==> config.mk <==
export PLATFORM = sky130hd
export DESIGN_NAME = stopwatch_ctrl
export DESIGN_NICKNAME = d
export VERILOG_FILES = /design/src/rtl/stopwatch_pkg.sv /design/src/rtl/stopwatch_btn_debounce.sv /design/src/rtl/stopwatch_ctrl.sv
export SDC_FILE = /design/constraint.sdc
export NUM_CORES = 1
export LEC_CHECK = 0
export CAP_MARGIN = 20
export CORE_MARGIN = 5
export CORE_UTILIZATION = 45
export CTS_CLUSTER_SIZE = 14
export DETAILED_ROUTE_END_ITERATION = 8
export PLACE_DENSITY = 0.84
export SKIP_CTS_REPAIR_TIMING = 1
export SYNTH_ARGS = -nofsm -noshare
export SYNTH_HDL_FRONTEND = slang
export SYNTH_SLANG_ARGS = --single-unit
==> constraint.sdc <==
create_clock -name clk -period 2.05 [get_ports clk]
set_input_delay 0.41 -clock clk [delete_from_list [all_inputs] [get_ports clk]]
set_output_delay 0.41 -clock clk [all_outputs]
set_load 0.02 [all_outputs]
==> src/rtl/stopwatch_pkg.sv <==
// Shared stopwatch types: FSM state encoding and time-field widths.
package stopwatch_pkg;

  localparam int MS_W  = 12;
  localparam int SEC_W = 8;
  localparam int MIN_W = 4;

  typedef enum logic [1:0] {
    ST_IDLE    = 2'd0,
    ST_RUN     = 2'd1,
    ST_STOPPED = 2'd2,
    ST_LAP     = 2'd3
  } sw_state_t;

endpackage

==> src/rtl/stopwatch_btn_debounce.sv <==
// Button conditioning: 2-FF synchroniser, stability-count debouncer and
// a one-cycle press strobe on each debounced 0->1 edge.
module btn_debounce #(
  parameter int DEBOUNCE_CYCLES = 1000000
) (
  input  logic clk,
  input  logic rst,
  input  logic btn,
  output logic level,
  output logic pulse
);

  localparam int CNT_W = (DEBOUNCE_CYCLES > 1) ? $clog2(DEBOUNCE_CYCLES) : 1;

  logic [1:0]       sync;
  logic [CNT_W-1:0] cnt;

  // cnt counts consecutive synchronised samples that disagree with level;
  // the level flips on the DEBOUNCE_CYCLES-th such sample.
  always_ff @(posedge clk) begin
    if (rst) begin
      sync  <= '0;
      cnt   <= '0;
      level <= 1'b0;
      pulse <= 1'b0;
    end else begin
      sync  <= {sync[0], btn};
      pulse <= 1'b0;
      if (sync[1] == level) begin
        cnt <= '0;
      end else if (cnt == CNT_W'(DEBOUNCE_CYCLES - 1)) begin
        level <= sync[1];
        cnt   <= '0;
        pulse <= sync[1];
      end else begin
        cnt <= cnt + 1'b1;
      end
    end
  end

endmodule

==> src/rtl/stopwatch_ctrl.sv <==
// Stopwatch control FSM with debounced buttons and lap-freeze display.
// Lap feature is built only when STOPWATCH_LAP_EN is defined.
module stopwatch_ctrl
  import stopwatch_pkg::*;
#(
  parameter int DEBOUNCE_CYCLES = 1000000
) (
  input  logic             clk,
  input  logic             rst,
  input  logic             btn_ss,
  input  logic             btn_lr,
  input  logic [MS_W-1:0]  cnt_ms,
  input  logic [SEC_W-1:0] cnt_sec,
  input  logic [MIN_W-1:0] cnt_min,
  output logic             pause,
  output logic             clear_n,
  output logic [MS_W-1:0]  disp_ms,
  output logic [SEC_W-1:0] disp_sec,
  output logic [MIN_W-1:0] disp_min,
  output logic [1:0]       state,
  output logic             lap_active
);

  // ss_pulse / lr_pulse are single-cycle strobes: valid for one cycle,
  // always accepted by the FSM, no backpressure; ss wins a tie.
  logic      ss_pulse, lr_pulse;
  logic      ss_level, lr_level;
  sw_state_t st;

  btn_debounce #(.DEBOUNCE_CYCLES(DEBOUNCE_CYCLES)) u_db_ss (
    .clk(clk), .rst(rst), .btn(btn_ss), .level(ss_level), .pulse(ss_pulse)
  );

  btn_debounce #(.DEBOUNCE_CYCLES(DEBOUNCE_CYCLES)) u_db_lr (
    .clk(clk), .rst(rst), .btn(btn_lr), .level(lr_level), .pulse(lr_pulse)
  );

  assign state = st;

`ifdef STOPWATCH_LAP_EN
  logic [MS_W-1:0]  lap_ms;
  logic [SEC_W-1:0] lap_sec;
  logic [MIN_W-1:0] lap_min;
  logic             lap_q;

  assign lap_active = lap_q;
`else
  assign lap_active = 1'b0;
`endif

  always_ff @(posedge clk) begin
    if (rst) begin
      st       <= ST_IDLE;
      pause    <= 1'b1;
      clear_n  <= 1'b0;
      disp_ms  <= '0;
      disp_sec <= '0;
      disp_min <= '0;
`ifdef STOPWATCH_LAP_EN
      lap_ms   <= '0;
      lap_sec  <= '0;
      lap_min  <= '0;
      lap_q    <= 1'b0;
`endif
    end else begin
      clear_n <= 1'b1;
      pause   <= (st == ST_IDLE) || (st == ST_STOPPED);
`ifdef STOPWATCH_LAP_EN
      if (st == ST_LAP) begin
        disp_ms  <= lap_ms;
        disp_sec <= lap_sec;
        disp_min <= lap_min;
      end else begin
        disp_ms  <= cnt_ms;
        disp_sec <= cnt_sec;
        disp_min <= cnt_min;
      end
`else
      disp_ms  <= cnt_ms;
      disp_sec <= cnt_sec;
      disp_min <= cnt_min;
`endif
      case (st)
        ST_IDLE: begin
          if (ss_pulse) st <= ST_RUN;
        end
        ST_RUN: begin
          if (ss_pulse) begin
            st <= ST_STOPPED;
`ifdef STOPWATCH_LAP_EN
          end else if (lr_pulse) begin
            st      <= ST_LAP;
            lap_q   <= 1'b1;
            lap_ms  <= cnt_ms;
            lap_sec <= cnt_sec;
            lap_min <= cnt_min;
`endif
          end
        end
        ST_STOPPED: begin
          if (ss_pulse) begin
            st <= ST_RUN;
          end else if (lr_pulse) begin
            st      <= ST_IDLE;
            clear_n <= 1'b0;
          end
        end
`ifdef STOPWATCH_LAP_EN
        ST_LAP: begin
          if (ss_pulse) begin
            st    <= ST_STOPPED;
            lap_q <= 1'b0;
          end else if (lr_pulse) begin
            lap_ms  <= cnt_ms;
            lap_sec <= cnt_sec;
            lap_min <= cnt_min;
          end
        end
`endif
        default: st <= ST_IDLE;
      endcase
    end
  end

endmodule
==> impl_metrics.csv, run 1 <==
group,metric,value,unit
setup_path,crit_type,"reg -> reg",
synth,yosysUniqueCellTypes,37,
route,first_iter_violations,114,
synth,syn_avg_cell_area,9.54,um^2
synth,ys_seq_area_frac,0.519,
synth,postSynthNetCount,337,
route,viasPerCell,5.22,
setup_path,setup.reg_to_reg.worst_slack,50,ps
sta,unrepaired_setup_endpoints_after_global_routing,"no",
sta,min_period,2000,ps
sta,post-route-period-util,0.976,
setup_path,critical_path_arrival,2220,ps
cts,insertion_delay,340,ps
place,dp.cells,442,
cells_and_area,finish.cell_count_without_fillers,458,
cells_and_area,diodes,0,
cells_and_area,synthToLayoutAreaGrowth,30.3,%
route,drt_pass1_iterations,4,
grt,vias_in_the_first_global_route,2356,
cts,cts.reportedPaths.clkPinSlew,80,ps
grt,grt_max_degree,33,
grt,grt_pass1_wl,10.7,mm
die,boundaryPins,57,
die,rows,29,
die,die_h,90.7,um
place,place_hpwl,4.68,mm
synth,number_of_flops_mapped_to_enable_cells_by_yosys,0,
setup_path,timing.critical_path.to_type,"flip-flop",
setup_path,critPathMaxStageDelay,570,ps
run_status,status,"completed",
grt,globalRouteOverflowTotal,0,
job,maxCapViolCount,0,
die,fp.dieArea,8220,um^2
setup_path,slowest_stage,"or4b_1",
cts,cts_root_buf,"clkbuf_8",
cts,clock_sink_count,76,
sta,setup_viol,0,
power,leakage,0.00125,uW
place,port_buffers,55,
route,vias,2393,
cts,clock_tree.htree_level_count,3,
cells_and_area,end_of_flow_core_utilization,0.601,
cts,cts_made_buffers,9,
sta,timing_hold_violations_final,0,
route,detail_route.wl_per_cell,13.6,um
synth,synthArstFlopShare,0,
place,post_dp_cell_area,3630,um^2
synth,synth_top_flop_cell,"dfxtp_1",
cells_and_area,num-nets-final,406,
setup_path,worst-path-buf-inv,1,
sta,max_clock_freq,500,MHz
power,total_power,2750,uW
setup_path,setup.worst_path.start_class,"flip-flop",
route,drtAntennaViolNets,0,
setup_path,cp.required,2270,ps
synth,synth_top_area_share,0.519,
cells_and_area,drive_above_1_share,0.102,
die,die_x,90.7,um
cells_and_area,stdcell_area,3820,um^2
synth,netlist.top_cell.by_area,"dfxtp_1",
sta,fin_setup_tns,0,ps
cts,clock_tree.buffer_depth,2,
grt,antenna_found_initial,0,
synth,synthCells,307,
sta,slew_violations,0,
die,start_util,0.461,
synth,synth-warning-count,0,
setup_path,cp_max_fo,6,
synth,area_contributors_post_synth,"dfxtp_1 (52%), nor2b_1 (6.0%), nor2_1 (4.7%), xnor2_1 (4.5%), xor2_1 (3.3%)",
grt,grt_usage,0.156,
synth,synth_area,2930,um^2
route,drt_wl_total,6.23,mm
synth,synth.ff_latch_count,76,
route,drc_errors,0,
setup_path,critical_path.cell_chain,"or4b_1 -> or4_4 -> o21ai_4 -> buf_4 -> a21oi_1",
die,fp.coreArea,6350,um^2
sta,skew,7.68,ps
cts,clock_tree_from_tritoncts,"done",
hold_path,holdCritPathClass,"reg -> reg",
setup_path,cp_top_family,"simple AND/OR/NAND/NOR gates",
place,routability_congestion,0.891,
power,vdd.ir_drop.worst,567,uV
power,power_density,720,nW/um^2
worst register-to-register path: stages (launching register included):
cell and delay, ps:
dfxtp_1 350, or4b_1 570, or4_4 570, o21ai_4 170
buf_4 170, a21oi_1 50
stage by stage:
step / setup slack [ps] / hold WS, ps
global placement: 137 / 421
CTS: 58.6 / 452
detailed placement: 81.9 / 438
floorplan: 106 / 414
global route: 3.47 / 474
finish: 50.1 / 450
area by class of cell:
cell class / count / area, um^2
clock buffer: 10 / 138
clock inverter: 6 / 46.3
fill: 507 / 2530
inverter: 5 / 18.8
multi-input combinational: 216 / 1340
sequential: 76 / 1520
tap: 77 / 96.3
timing repair buffer: 68 / 661
layout by cell type (no fill, tap or decap), types with 2 or more instances in the layout:
master / netlist / layout
or2_2: 2 / 2
a21oi_1: 16 / 16
o21ai_0: 7 / 7
clkinvlp_4: 0 / 2
nand3_1: 18 / 18
nor2_1: 37 / 37
or4b_1: 3 / 3
ha_1: 2 / 2
nor4b_1: 3 / 3
nor3_1: 4 / 4
or4_1: 9 / 8
dfxtp_1: 76 / 76
clkbuf_8: 0 / 10
clkdlybuf4s50_1: 0 / 55
xor2_1: 11 / 11
nand3b_1: 2 / 2
and3_1: 5 / 5
or4_4: 1 / 2
and2_1: 2 / 2
nand4_1: 11 / 11
inv_6: 0 / 2
xnor2_1: 15 / 15
buf_4: 1 / 12
nor4_1: 4 / 4
nand2_1: 13 / 13
and4_1: 2 / 2
or3b_2: 3 / 3
o31ai_1: 6 / 6
or3_1: 4 / 4
inv_1: 5 / 5
o21ai_4: 2 / 2
nor2b_1: 28 / 28
kinds of logic (layout without fill, tap and decap cells):
group,after synthesis,count (layout),synth area share
adders and majority gates,2,2,0.00854
and+or+nand+nor,154,154,0.296
xor gates and xnor gates,26,26,0.0777
other,1,1,0.00128
DFF,76,76,0.519
buffers and inverters,15,89,0.0261
AOI/OAI and AO/OA,33,33,0.0709
Yosys cell counts, types with 2 or more instances:
| cell type | n |
|---|---|
| dfxtp_1 | 76 |
| nor2_1 | 37 |
| nor2b_1 | 28 |
| nand3_1 | 18 |
| a21oi_1 | 16 |
| xnor2_1 | 15 |
| nand2_1 | 13 |
| nand4_1 | 11 |
| xor2_1 | 11 |
| or4_1 | 9 |
| o21ai_0 | 7 |
| clkbuf_1 | 6 |
| o31ai_1 | 6 |
| and3_1 | 5 |
| inv_1 | 5 |
| nor3_1 | 4 |
| nor4_1 | 4 |
| or3_1 | 4 |
| nor4b_1 | 3 |
| or3b_2 | 3 |
| or4b_1 | 3 |
| and2_1 | 2 |
| and4_1 | 2 |
| buf_6 | 2 |
| ha_1 | 2 |
| nand3b_1 | 2 |
| o21ai_4 | 2 |
| or2_2 | 2 |
flip-flops by register name, summed over array words and instances, names as in the netlist, 2 cells and up:
signal and cells:
u_db_ss.sync 2, u_db_lr.cnt 20, disp_ms 12, u_db_ss.cnt 20
disp_sec 8, state 2, u_db_lr.sync 2, disp_min 4
path summary, 6_finish.rpt:
path	from	end	cells after the start
max reg2reg	u_db_ss.cnt[11]	u_db_ss.cnt[18]	5
min reg2reg	u_db_lr.pulse	clear_n	1
max	u_db_ss.cnt[11]	u_db_ss.cnt[18]	5
min	u_db_lr.pulse	clear_n	1
routing by layer:
layer  vias up  global-route usage  wire length [um]
met5         -                   0                 0
met1      1111               0.176              2490
li1       1208                   -                 -
met2        66               0.270              3200
met4         0              0.0533                61
met3         8              0.0550               475
power by group:
part | total [uW] | internal [uW] | switching, uW
combinational | 187 | 109 | 78.0
sequential | 1520 | 1510 | 9.45
clock | 1040 | 481 | 564
total | 2750 | 2100 | 652
Note: power is estimated with default switching activity, not from simulation.
==> run 2, diff against run 1 <==
Settings changed: CTS_CLUSTER_DIAMETER set to 120, PLACE_DENSITY 0.84 to 0.81.
Clock period 2.05 ns to 2.2 ns, I/O delays scaled along.
==> impl_metrics.csv, run 2 (same netlist as run 1, synthesis figures left out) <==
group,metric,value,unit
run_status,status,"completed",
setup_path,worst_reg2reg_path_length_in_cells,4,
sta,layout_setup_ws,181,ps
route,drc_errors,0,
cells_and_area,finish.cell_count_without_fillers,453,
cts,cts_root_buf,"clkbuf_8",
sta,max_clock_freq,495,MHz
place,port_buffers,55,
cells_and_area,drive_above_1_share,0.0851,
grt,vias_in_the_first_global_route,2322,
place,routability_congestion,0.881,
sta,whs,443,ps
setup_path,critical_path_arrival,2310,ps
cells_and_area,largest_registers,"u_db_lr.cnt: 20 flops, u_db_ss.cnt: 20 flops, disp_ms: 12 flops",
grt,grt_max_degree,24,
route,drtAntennaViolNets,0,
cts,clock_tree_from_tritoncts,"done",
place,post_dp_cell_area,3600,um^2
grt,grt_usage,0.159,
job,maxCapViolCount,0,
cells_and_area,diodes,0,
cells_and_area,seqCellArea,1520,um^2
die,fp.dieArea,8220,um^2
die,boundaryPins,57,
cells_and_area,stdcell_area,3800,um^2
cts,clock_tree.htree_level_count,3,
route,drt_pass1_iterations,4,
cells_and_area,layout.cells.most_common,"dfxtp_1",
cells_and_area,filler_cell_count,532,
sta,setup_viol,0,
power,leakage,0.00124,uW
die,start_util,0.461,
route,viasPerCell,5.26,
setup_path,slowest_stage,"or4_1",
place,post-place-ws,211,ps
cts,insertion_delay,350,ps
grt,antenna_found_initial,0,
sta,min_period,2020,ps
cells_and_area,num-nets-final,401,
grt,globalRouteMet2Util,0.271,
die,rows,29,
cells_and_area,layout_common_cells,"dfxtp_1 (76), clkdlybuf4s50_1 (55), nor2_1 (37), nor2b_1 (28), nand3_1 (18)",
sta,slew_violations,0,
grt,busiest_layer,"met2",
setup_path,critPathMaxStageDelay,660,ps
grt,gr-usage-met3,0.0683,
cells_and_area,synthToLayoutAreaGrowth,29.9,%
setup_path,timing.critical_path.to_type,"flip-flop",
sta,timing_hold_violations_final,0,
cts,clock_tree.buffer_depth,2,
setup_path,setup.worst_path.start_class,"flip-flop",
route,detail_route.wl_per_cell,13.8,um
die,die_h,90.7,um
die,die_x,90.7,um
sta,post-route-period-util,0.918,
sta,skew,7.12,ps
cts,cts.reportedPaths.clkPinSlew,80,ps
setup_path,critical_path.cell_chain,"nand4_1 -> or4_1 -> or4b_1 -> a21oi_1",
place,dp.cells,437,
grt,grt_pass1_wl,10.7,mm
hold_path,holdCritPathClass,"reg -> reg",
sta,fin_setup_tns,0,ps
sta,unrepaired_setup_endpoints_after_global_routing,"no",
setup_path,cp_max_fo,8,
setup_path,cp.required,2490,ps
die,fp.coreArea,6350,um^2
power,power_density,700,nW/um^2
power,vdd.ir_drop.worst,529,uV
cts,cts_made_buffers,9,
grt,globalRouteOverflowTotal,0,
route,drt_wl_total,6.24,mm
setup_path,crit_type,"reg -> reg",
grt,global_route.usage.met1,0.181,
setup_path,setup.reg_to_reg.worst_slack,180,ps
place,place_hpwl,4.50,mm
route,vias,2381,
hold_path,hold_depth,1,
cells_and_area,area_of_the_multi_input_gates,1330,um^2
cts,clock_sink_count,76,
route,first_iter_violations,130,
==> run 2: cell types whose count changed in the layout (fill, tap and decap cells not counted), sizes merged <==
cell and delta:
inv -1, clkbuf +1, bufinv +1, clkinvlp -1, buf -5
==> run 2: final timing paths <==
path | start | to
max | u_db_ss.cnt[9] | u_db_ss.cnt[17]
min | u_db_lr.sync[0] | u_db_lr.sync[1]
min reg2reg | u_db_lr.sync[0] | u_db_lr.sync[1]
max reg2reg | u_db_ss.cnt[9] | u_db_ss.cnt[17]
==> run 2: cell type report <==
type / count / share of cell area
multi-input cells: 216 / 0.350
clock inverters: 5 / 0.0158
inverters: 5 / 0.00493
clock buffers: 11 / 0.0372
flip-flops and latches: 76 / 0.400
repair buffers: 63 / 0.167
well taps: 77 / 0.0253
==> run 2: per-stage QoR <==
step | power [uW] | utilization
floorplan | 1510 | -
global placement | 1620 | 0.567
detailed placement | 1620 | 0.567
CTS | 2690 | 0.599
global route | 2770 | 0.599
finish | 2660 | 0.599
==> run 2: worst max-delay path, delay by kind of cell (launching register included) <==
family	cells	cell delay, ps
AND/OR/NAND/NOR	3	1380
flip-flops	1	410
AO/OA/AOI/OAI	1	150
==> run 2: where the power goes <==
| part | total, uW | switching [uW] | internal (uW) |
|---|---|---|---|
| registers | 1410 | 8.56 | 1400 |
| clock network | 1070 | 513 | 559 |
| logic | 178 | 74.1 | 104 |
| total | 2660 | 596 | 2070 |
==> run 2: metal layers <==
layer	wire length (um)	up-vias	part of all wire
met5	0	-	0
met3	396	8	0.063
li1	-	1193	-
met1	2690	1123	0.43
met2	3100	57	0.50
met4	61	0	0.0098
